===== src/rtl/eco_bist_pkg.sv =====
// Shared types and pure functions for the ECO netlist BIST controller:
// state encoding, golden 4-bit response function and MISR step.
package eco_bist_pkg;

    localparam int unsigned N_PAT = 256;
    localparam int unsigned DW    = 4;
    localparam int unsigned CW    = 8;
    localparam int unsigned FCW   = 9;

    typedef enum logic [1:0] {
        IDLE = 2'd0,
        RUN  = 2'd1,
        DONE = 2'd2
    } state_t;

    // Reference response of the unpatched netlist, built from its internal w-terms.
    function automatic logic [DW-1:0] golden_y(input logic [DW-1:0] a, input logic [DW-1:0] b);
        logic w0, w1, w3, w5, w7;
        logic [DW-1:0] g;
        w0   = a[0] ^ b[1];
        w1   = w0 | b[0];
        w3   = a[1] | (a[2] & b[0]);
        w5   = a[3] | b[2];
        w7   = w5 & b[3];
        g[0] = w1 & w3;
        g[1] = ~(w3 & b[1]) ^ b[2];
        g[2] = a[1] | ~(a[3] | w7);
        g[3] = ~(w7 & b[3]);
        return g;
    endfunction

    function automatic logic [DW-1:0] misr_next(input logic [DW-1:0] s, input logic [DW-1:0] y);
        logic [DW-1:0] n;
        n[0] = s[3] ^ y[0];
        n[1] = s[0] ^ y[1];
        n[2] = s[1] ^ y[2];
        n[3] = s[2] ^ s[3] ^ y[3];
        return n;
    endfunction

endpackage


===== src/rtl/eco_bist_if.sv =====
// Stimulus/response and result bundle between the BIST controller and the
// netlist-under-test side of the ECO equivalence bench.
interface eco_bist_if;

    logic                              start;
    logic [eco_bist_pkg::DW-1:0]       a;
    logic [eco_bist_pkg::DW-1:0]       b;
    logic [eco_bist_pkg::DW-1:0]       y;
    logic                              busy;
    logic                              done;
    logic                              pass;
    logic [eco_bist_pkg::DW-1:0]       sig;
    logic [eco_bist_pkg::FCW-1:0]      fail_cnt;
    logic [eco_bist_pkg::CW-1:0]       first_fail_idx;

    modport master (
        output start, y,
        input  a, b, busy, done, pass, sig, fail_cnt, first_fail_idx
    );

    modport slave (
        input  start, y,
        output a, b, busy, done, pass, sig, fail_cnt, first_fail_idx
    );

endinterface


===== src/rtl/eco_misr4.sv =====
// 4-bit multiple-input signature register compacting the response stream.
module eco_misr4
    import eco_bist_pkg::*;
(
    input  logic          clk,
    input  logic          rst_n,
    input  logic          clr,
    input  logic          en,
    input  logic [DW-1:0] d,
    output logic [DW-1:0] sig
);

    always_ff @(posedge clk) begin
        if (!rst_n) begin
            sig <= '0;
        end else if (clr) begin
            sig <= '0;
        end else if (en) begin
            sig <= misr_next(sig, d);
        end
    end

endmodule


===== src/rtl/eco_bist_ctrl.sv =====
// BIST controller: sweeps all 256 (a,b) patterns through the netlist,
// checks y against the golden function and reports a pass/fail verdict.
module eco_bist_ctrl
    import eco_bist_pkg::*;
#(
    parameter logic [3:0] EXP_SIG = 4'h0
) (
    input  logic       clk,
    input  logic       rst_n,
    eco_bist_if.slave  bus
);

    state_t            state;
    logic [CW-1:0]     cnt;
    logic [FCW-1:0]    fail_cnt;
    logic [CW-1:0]     first_fail_idx;
    logic              busy;
    logic              done;
    logic              pass;
    logic [DW-1:0]     misr_sig;

    logic              mismatch;
    logic [FCW-1:0]    fail_next;
    logic [DW-1:0]     sig_next;
    logic              misr_clr;
    logic              misr_en;

    // The pattern counter doubles as the registered stimulus.
    assign bus.a              = cnt[DW-1:0];
    assign bus.b              = cnt[CW-1:DW];
    assign bus.busy           = busy;
    assign bus.done           = done;
    assign bus.pass           = pass;
    assign bus.sig            = misr_sig;
    assign bus.fail_cnt       = fail_cnt;
    assign bus.first_fail_idx = first_fail_idx;

    assign mismatch  = (bus.y != golden_y(cnt[DW-1:0], cnt[CW-1:DW]));
    assign fail_next = fail_cnt + FCW'(mismatch);
    assign sig_next  = misr_next(misr_sig, bus.y);
    assign misr_clr  = (state == IDLE) && bus.start;
    assign misr_en   = (state == RUN);

    eco_misr4 u_misr (
        .clk   (clk),
        .rst_n (rst_n),
        .clr   (misr_clr),
        .en    (misr_en),
        .d     (bus.y),
        .sig   (misr_sig)
    );

    always_ff @(posedge clk) begin
        if (!rst_n) begin
            state          <= IDLE;
            cnt            <= '0;
            fail_cnt       <= '0;
            first_fail_idx <= 8'hFF;
            busy           <= 1'b0;
            done           <= 1'b0;
            pass           <= 1'b0;
        end else begin
            done <= 1'b0;
            case (state)
                IDLE: begin
                    if (bus.start) begin
                        state          <= RUN;
                        cnt            <= '0;
                        fail_cnt       <= '0;
                        first_fail_idx <= 8'hFF;
                        pass           <= 1'b0;
                        busy           <= 1'b1;
                    end
                end
                RUN: begin
                    if (mismatch) begin
                        fail_cnt <= fail_next;
                        if (fail_cnt == '0) begin
                            first_fail_idx <= cnt;
                        end
                    end
                    // Last pattern: leave a/b at 4'hF and resolve the verdict from next-state values.
                    if (cnt == CW'(N_PAT - 1)) begin
                        state <= DONE;
                        busy  <= 1'b0;
                        done  <= 1'b1;
                        pass  <= (fail_next == '0) && (sig_next == EXP_SIG);
                    end else begin
                        cnt <= cnt + CW'(1);
                    end
                end
                DONE: begin
                    state <= IDLE;
                end
                default: begin
                    state <= IDLE;
                end
            endcase
        end
    end

endmodule

===== src/flat_wrapper.sv =====
// flat-port wrapper written by rule: the top's interface ports become plain ports
module eco_bist_ctrl_flat import eco_bist_pkg::*;
#(
    parameter logic [3:0] EXP_SIG = 4'h0
)
  (clk, rst_n, bus_start, bus_y, bus_a, bus_b, bus_busy, bus_done, bus_pass, bus_sig, bus_fail_cnt, bus_first_fail_idx);
  eco_bist_if bus_i ();
  input  logic clk;
  input  logic rst_n;
  input wire logic [$bits(bus_i.start)-1:0] bus_start;
  input wire logic [$bits(bus_i.y)-1:0] bus_y;
  output wire logic [$bits(bus_i.a)-1:0] bus_a;
  output wire logic [$bits(bus_i.b)-1:0] bus_b;
  output wire logic [$bits(bus_i.busy)-1:0] bus_busy;
  output wire logic [$bits(bus_i.done)-1:0] bus_done;
  output wire logic [$bits(bus_i.pass)-1:0] bus_pass;
  output wire logic [$bits(bus_i.sig)-1:0] bus_sig;
  output wire logic [$bits(bus_i.fail_cnt)-1:0] bus_fail_cnt;
  output wire logic [$bits(bus_i.first_fail_idx)-1:0] bus_first_fail_idx;
  assign bus_i.start = bus_start;
  assign bus_i.y = bus_y;
  assign bus_a = bus_i.a;
  assign bus_b = bus_i.b;
  assign bus_busy = bus_i.busy;
  assign bus_done = bus_i.done;
  assign bus_pass = bus_i.pass;
  assign bus_sig = bus_i.sig;
  assign bus_fail_cnt = bus_i.fail_cnt;
  assign bus_first_fail_idx = bus_i.first_fail_idx;
  eco_bist_ctrl #(.EXP_SIG(EXP_SIG)) u_core (.clk(clk), .rst_n(rst_n), .bus(bus_i));
endmodule

===== config.mk =====
export PLATFORM = sky130hd
export DESIGN_NAME = eco_bist_ctrl_flat
export DESIGN_NICKNAME = d
export VERILOG_FILES = /design/src/rtl/eco_bist_pkg.sv /design/src/rtl/eco_bist_if.sv /design/src/rtl/eco_misr4.sv /design/src/rtl/eco_bist_ctrl.sv /design/src/flat_wrapper.sv
export SDC_FILE = /design/constraint.sdc
export NUM_CORES = 1
export LEC_CHECK = 0
export CORE_ASPECT_RATIO = 0.7
export CORE_MARGIN = 4
export CORE_UTILIZATION = 56
export CTS_BUF_LIST = sky130_fd_sc_hd__clkbuf_2
export CTS_CLUSTER_SIZE = 25
export DETAILED_ROUTE_END_ITERATION = 10
export GPL_TIMING_DRIVEN = 0
export PLACE_DENSITY_LB_ADDON = 0.05
export SYNTH_ARGS = -nofsm -noshare
export SYNTH_HDL_FRONTEND = slang
export SYNTH_SLANG_ARGS = --single-unit

===== constraint.sdc =====
create_clock -name clk -period 4.9 [get_ports clk]
set_input_delay 1.225 -clock clk [delete_from_list [all_inputs] [get_ports clk]]
set_output_delay 1.225 -clock clk [all_outputs]
set_load 0.005 [all_outputs]

==> results.md, run 1 <==
- Status: completed
- Final setup fails: 0
- Die height: 55.87 µm
- Setup Fix Bufs, Post-CTS: 0
- PD cells: 267.7 nW/µm²
- Die Wd: 76.38 µm
- Reg-to-reg setup timing slack: 1.58 ns
- Critical R2R Launch: u_core.cnt[6]$_SDFFE_PN0P_
- CP startpoint kind: input port
- Endpoints failing hold: 0
- Clock-pin transition on the worst setup and hold timing paths: 0.18 ns
- Synthesis-to-finish area growth: 27.64%
- Util after Layout: 0.7432
- Fin cells: 307
- Overflow after GRT: 0
- Total Negative Setup Slacks: 0 ns
- Yosys warning count: 0
- Reg2reg path depth: 14
- Htree depth: 2
- CP Cell Sequence: clkdlybuf4s50_1, nor2b_1, a32oi_1, a21boi_0, o2111a_2, buf_6, inv_2, ha_1, ha_1, nand3_1, nor2_1, nand3_1, or4_1, a31oi_1
- Vias in the first global route: 1602
- # hold bufs at CTS: 0
- Total number of vias: 1834
- Placer Congestion: 0.9229
- Worst VDD drop: 275.2 µV
- Commonest non-fill, non-tap cells in the layout: clkdlybuf4s50_1 (37), dfxtp_1 (34), nor2_1 (28)
- Leading area contributor after synthesis: dfxtp_1
- Vias/cell: 5.974
- Layout fillers: 260
- Mapped Nets: 234
- IO Pins: 39
- Worst path bufs/invs: 3
- Starting Density: 0.5823
- Sequential share of the synthesized area: 0.3713
- DRT iter0 DRCs: 118
- Longest Clk Path Bufs: 2
- DR WL met2: 1831 µm
- Final Max Slew Viols: 0
- Final WL: 4461 µm
- Gate count of the mapped netlist: 224
- Total CTS buffers: 5
- Slew HR: 0.5180
- Mapped Area: 1833 µm²
- Crit path kind: input port to register
- CP max stage cell: clkdlybuf4s50_1
- Worst Hold Class: register to register
- Asr flop ratio synth: 0
- Fin Hold WS: 0.4919 ns
- Port bufs: 37
- Hold Path Depth: 2
- Share of cells above drive strength 1: 0.06320
- Uppermost layer routed: met4
- Leak: 0.8889 nW
- Synth top area share: 0.3713
- RSZ-0062 raised after global routing: false
- Die area: 4267 µm²
- CP endpoint kind: register
- Clock Latency Late Sink: 0.41 ns
- Critical Path AT: 4.40 ns
- Commonest non-fill, non-tap cell in the layout: clkdlybuf4s50_1
- CTS tree: built
- N_diodes: 0
- Drt drc: 0
- Final min period: 4.058 ns
- Worst Hold Launch: u_core.bus.pass$_SDFFE_PN0P_
- Synth Area per Inst: 8.183 µm²
- M1 WL: 2228 µm
- DR WL/cell: 14.53 µm
- Cells after DPL: 299
- Synthesized flop and latch total: 34
- Hold path endpoint: u_core.bus.pass$_SDFFE_PN0P_
- Worst clock skew: 0.009090 ns
- Critical-path maximum fanout: 10
- Site Rows: 17
- Max incr delay on CP: 0.48 ns
- GRT Overall Usage: 0.2199
- DP HPWL: 3261 µm
- Post-synth EDFFs: 0
- Max Fclk: 246.4 MHz
- First-pass GRT wire length: 7617 µm
- Crit path from: bus_y[3]
- Worst EP required: 5.25 ns
- Routed wl met3: 353 µm
- TritonRoute pass-1 iters: 4
- Initial antenna violation count: 0
- End of the worst register-to-register path: u_core.bus.fail_cnt[8]$_SDFFE_PN0P_
- Period utilisation layout: 0.8282
- Pin count of the biggest net entering global routing: 12
- Max-cap violations: 0
- Slew @ Worst Pin: 0.7169 ns
- Main synth FF type: dfxtp_1
- Fin nets: 278
- Synth top area cells: dfxtp_1 (37%), mux2i_1 (6.0%), nor2_1 (5.7%), xor2_1 (4.8%), o211ai_1 (3.7%)
- Core Box Area: 3148 µm²
- Delay-heaviest family, CP: simple AND/OR/NAND/NOR gates
- Distinct cells, synth: 39
- Root Driver: clkbuf_2
- Antenna violation net count after detailed routing: 0
- CTS Sinks: 34
- Post-CTS sizing: 0
==> state kept, by name (all words and copies together) (netlist names) <==
name	flops
u_core.bus.first_fail_idx	8
u_core.cnt	8
u_core.u_misr.sig	4
u_core.bus.done	1
u_core.bus.pass	1
u_core.state	2
u_core.bus.fail_cnt	9
u_core.bus.busy	1
==> Yosys cell counts, types with 4 or more instances <==
library cell / number
a211oi_1: 4
a21oi_1: 9
a31oi_1: 5
clkbuf_1: 13
dfxtp_1: 34
inv_1: 4
mux2i_1: 11
nand2_1: 17
nand3_1: 12
nand4_1: 6
nor2_1: 28
nor2b_1: 8
nor3_1: 10
nor4_1: 4
o211ai_1: 9
or4_1: 5
xnor2_1: 6
xor2_1: 10
==> per-stage QoR <==
stage                     cell area [µm²]  worst slack, ns  total power, mW
after global placement               2251           0.4775           0.3915
after CTS                            2340           0.8753           0.6276
final                                2340           0.8417           0.6263
after floorplan                      1833            1.350           0.3531
after global routing                 2340           0.6284           0.6524
after detailed placement             2251           0.4561           0.3931
==> where the power goes <==
group,switching (mW),internal (mW)
sequential,0.00871,0.288
combinational,0.0471,0.0436
clock,0.103,0.136
==> worst min-delay path, cell delays in order (launching register included) <==
cell	delay [ns]
dfxtp_1	0.36
nand2_1	0.06
mux2i_1	0.06
==> worst max path at each step <==
stage	end	depth (start not counted)
after floorplan	u_core.bus.fail_cnt[8]$_SDFFE_PN0P_	13
after global placement	u_core.bus.pass$_SDFFE_PN0P_	15
after detailed placement	u_core.bus.pass$_SDFFE_PN0P_	15
after CTS	u_core.bus.pass$_SDFFE_PN0P_	15
after global routing	u_core.bus.pass$_SDFFE_PN0P_	15
final	u_core.bus.fail_cnt[8]$_SDFFE_PN0P_	14
==> metal layers <==
layer	vias up	track usage
met2	77	0.2941
li1	892	-
met3	5	0.05016
met4	0	0.08786
met5	-	0
met1	860	0.3343
==> cell type report <==
| type | instances | area, µm² | share of cell area |
|---|---|---|---|
| well taps | 38 | 47.55 | 0.02032 |
| clock buffers | 5 | 25.02 | 0.01070 |
| clock inverters | 3 | 63.81 | 0.02727 |
| multi-input cells | 168 | 1059 | 0.4524 |
| plain buffers | 17 | 75.07 | 0.03209 |
| repair buffers | 37 | 370.4 | 0.1583 |
| inverters | 5 | 18.77 | 0.008021 |
| flip-flops and latches | 34 | 680.7 | 0.2909 |
==> logic make-up after synthesis <==
| group | share of synthesized area |
|---|---|
| AND/OR/NAND/NOR | 0.2751 |
| AO/OA/AOI/OAI | 0.1393 |
| flip-flops | 0.3713 |
| buffers and inverters | 0.05119 |
| XOR/XNOR | 0.07645 |
| multiplexers | 0.06621 |
| adder cells (fa/ha/maj) | 0.02048 |
Note: power is estimated with default switching activity, not from simulation.
==> inputs of run 2 (changes only) <==
--- a/config.mk
+++ b/config.mk
@@ -7,7 +7,7 @@
 export LEC_CHECK = 0
 export CORE_ASPECT_RATIO = 0.7
 export CORE_MARGIN = 4
-export CORE_UTILIZATION = 56
+export CORE_UTILIZATION = 52
 export CTS_BUF_LIST = sky130_fd_sc_hd__clkbuf_2
 export CTS_CLUSTER_SIZE = 25
 export DETAILED_ROUTE_END_ITERATION = 10
==> constraint.sdc (replaced) <==
create_clock -name clk -period 4.2 [get_ports clk]
set_input_delay 1.05 -clock clk [delete_from_list [all_inputs] [get_ports clk]]
set_output_delay 1.05 -clock clk [all_outputs]
set_load 0.005 [all_outputs]
==> run 2 against run 1 <==
Count of clock-buffer cells in the layout rose by 2. Via count fell by 2.7%. Sequential power rose by 17%. Clock skew rose by 0.018 ns. Setup slack got worse by 0.64 ns. Power rose by 7.3%.
==> results.md, run 2 (synthesis gave the netlist of run 1 again) <==
- Status: completed
- Final worst setup slack: 0.2004 ns (-0.6413 ns)
- Critical R2R Launch: u_core.cnt[2]$_SDFFE_PN0P_
- PD cells: 285.9 nW/µm² (+6.8%)
- Max-cap violations: 0 (unchanged)
- Synthesis-to-finish area growth: 28.19%
- Worst Hold Launch: u_core.bus.pass$_SDFFE_PN0P_
- Die height: 57.68 µm (+3.2%)
- RSZ-0062 raised after global routing: false
- Util after Layout: 0.7220 (-0.02121)
- Initial antenna violation count: 0 (unchanged)
- Critical-path maximum fanout: 10 (unchanged)
- Crit path from: bus_y[3]
- Placer Congestion: 0.8528 (-7.6%)
- Total number of vias: 1784 (-2.7%)
- Fin Hold WS: 0.4797 ns (-0.01214 ns)
- Endpoints failing hold: 0 (unchanged)
- Overflow after GRT: 0 (unchanged)
- Clock-pin transition on the worst setup and hold timing paths: 0.16 ns (-0.02 ns)
- Slew @ Worst Pin: 0.7347 ns (+0.01773 ns)
- Delay-heaviest family, CP: simple AND/OR/NAND/NOR gates
- Clock Latency Late Sink: 0.38 ns (-0.03 ns)
- CP endpoint kind: register
- Worst EP required: 4.51 ns (-0.74 ns)
- N_diodes: 0 (unchanged)
- Antenna violation net count after detailed routing: 0 (unchanged)
- Largest reg by FF count: u_core.bus.fail_cnt
- Leak: 0.8859 nW (-0.34%)
- Vias/cell: 5.646 (-5.5%)
- Port bufs: 37 (unchanged)
- Final Max Slew Viols: 0 (unchanged)
- First-pass GRT wire length: 8073 µm (+6.0%)
- Root Driver: clkbuf_2
- Slew HR: 0.5060 (-0.01192)
- Critical Path AT: 4.31 ns (-0.09 ns)
- Worst clock skew: 0.02724 ns (+0.01815 ns)
- Share of cells above drive strength 1: 0.08550 (+0.02230)
- Crit-path most repeated cell: ha_1
- DP HPWL: 3407 µm (+4.5%)
- Crit path kind: input port to register
- Fin nets: 278 (unchanged)
- CP Cell Sequence: clkdlybuf4s50_1, nor2b_2, nand2_1, a211oi_2, o2111a_2, buf_6, inv_2, ha_1, ha_1, nor2b_1, nor4b_2, nand4_1, nor4_2, o21ai_0, mux2i_1
- DR WL/cell: 14.96 µm (+2.9%)
- Final WL: 4727 µm (+6.0%)
- GRT Overall Usage: 0.2270 (+0.007137)
- Max incr delay on CP: 0.54 ns (+0.06 ns)
- Largest register FFs: 9 (unchanged)
- CP max stage cell: clkdlybuf4s50_1
- Period utilisation layout: 0.9523
- CTS tree: built
- Drt drc: 0 (unchanged)
- Commonest non-fill, non-tap cell in the layout: clkdlybuf4s50_1
- Final setup fails: 0 (unchanged)
- Total Negative Setup Slacks: 0 ns (unchanged)
- CP startpoint kind: input port
- Site Rows: 17 (unchanged)
- Max Fclk: 250.0 MHz
- Pin count of the biggest net entering global routing: 11 (-1)
- Core Box Area: 3254 µm² (+3.4%)
- Total CTS buffers: 5 (unchanged)
- Pre-CTS setup slack: -0.2020 ns (-0.6581 ns)
- IO Pins: 39 (unchanged)
- Worst VDD drop: 222.8 µV (-19%)
- TritonRoute pass-1 iters: 4 (unchanged)
- Starting Density: 0.5632 (-0.01903)
- Vias in the first global route: 1616 (+0.87%)
- DRT iter0 DRCs: 162 (+37%)
- Final min period: 4.000 ns
- Die area: 4554 µm² (+6.7%)
- Setup Fix Bufs, Post-CTS: 0 (unchanged)
- Longest Clk Path Bufs: 2 (unchanged)
- Worst path bufs/invs: 3 (unchanged)
- Commonest non-fill, non-tap cells in the layout: clkdlybuf4s50_1 (37), dfxtp_1 (34), nor2_1 (27)
- Die Wd: 78.96 µm (+3.4%)
- Worst Hold Class: register to register
- Biggest regs: u_core.bus.fail_cnt: 9 flops, u_core.bus.first_fail_idx: 8 flops, u_core.cnt: 8 flops
- Tot Pwr: 0.6719 mW (+7.3%)
- CTS Sinks: 34 (unchanged)
- Htree depth: 2 (unchanged)
run 2: final timing paths:
path	to	slack, ns	cells past startpoint
max	u_core.bus.pass$_SDFFE_PN0P_	0.20	15
min	u_core.bus.pass$_SDFFE_PN0P_	0.48	2
max reg2reg	u_core.bus.pass$_SDFFE_PN0P_	0.93	15
min reg2reg	u_core.bus.pass$_SDFFE_PN0P_	0.48	2
run 2: layout make-up:
cell class / count / area, µm²
Clock buffer: 7 / 35.03
Multi-Input combinational cell: 168 / 1081
Timing Repair Buffer: 37 / 370.4
Clock inverter: 1 / 30.03
Buffer: 17 / 75.07
Tap cell: 47 / 58.81
Fill cell: 266 / 904.6
Inverter: 5 / 18.77
Sequential cell: 34 / 680.7
run 2: layer usage:
layer | share of wire | GRT usage
met4 | 0.0038 | 0.05882
met5 | 0 | 0
met1 | 0.50 | 0.3583
met2 | 0.40 | 0.3070
met3 | 0.098 | 0.04969
run 2: power breakdown:
part | total, mW | switching, mW | internal, mW
clock | 0.215 | 0.109 | 0.106
sequential | 0.347 | 0.0106 | 0.336
combinational | 0.109 | 0.0581 | 0.0513
run 2: what timing repair did:
item                                    4_1_cts  5_1_grt
resized for setup                             0        5
hold buffers                                  0        0
endpoints found under the setup margin        0        1
run 2: tightest hold or removal path: cells and delay by family (launching register included):
kind	cells	cell delay (ns)
simple gates	1	0.05
flops	1	0.35
mux	1	0.06
run 2: metrics by stage:
| stage | instance area (µm²) | instances |
|---|---|---|
| finish | 2350 | 316 |
| global route | 2350 | 316 |
| CTS | 2327 | 316 |
| detailed placement | 2262 | 308 |
| global placement | 2262 | 308 |
| floorplan | 1833 | 224 |
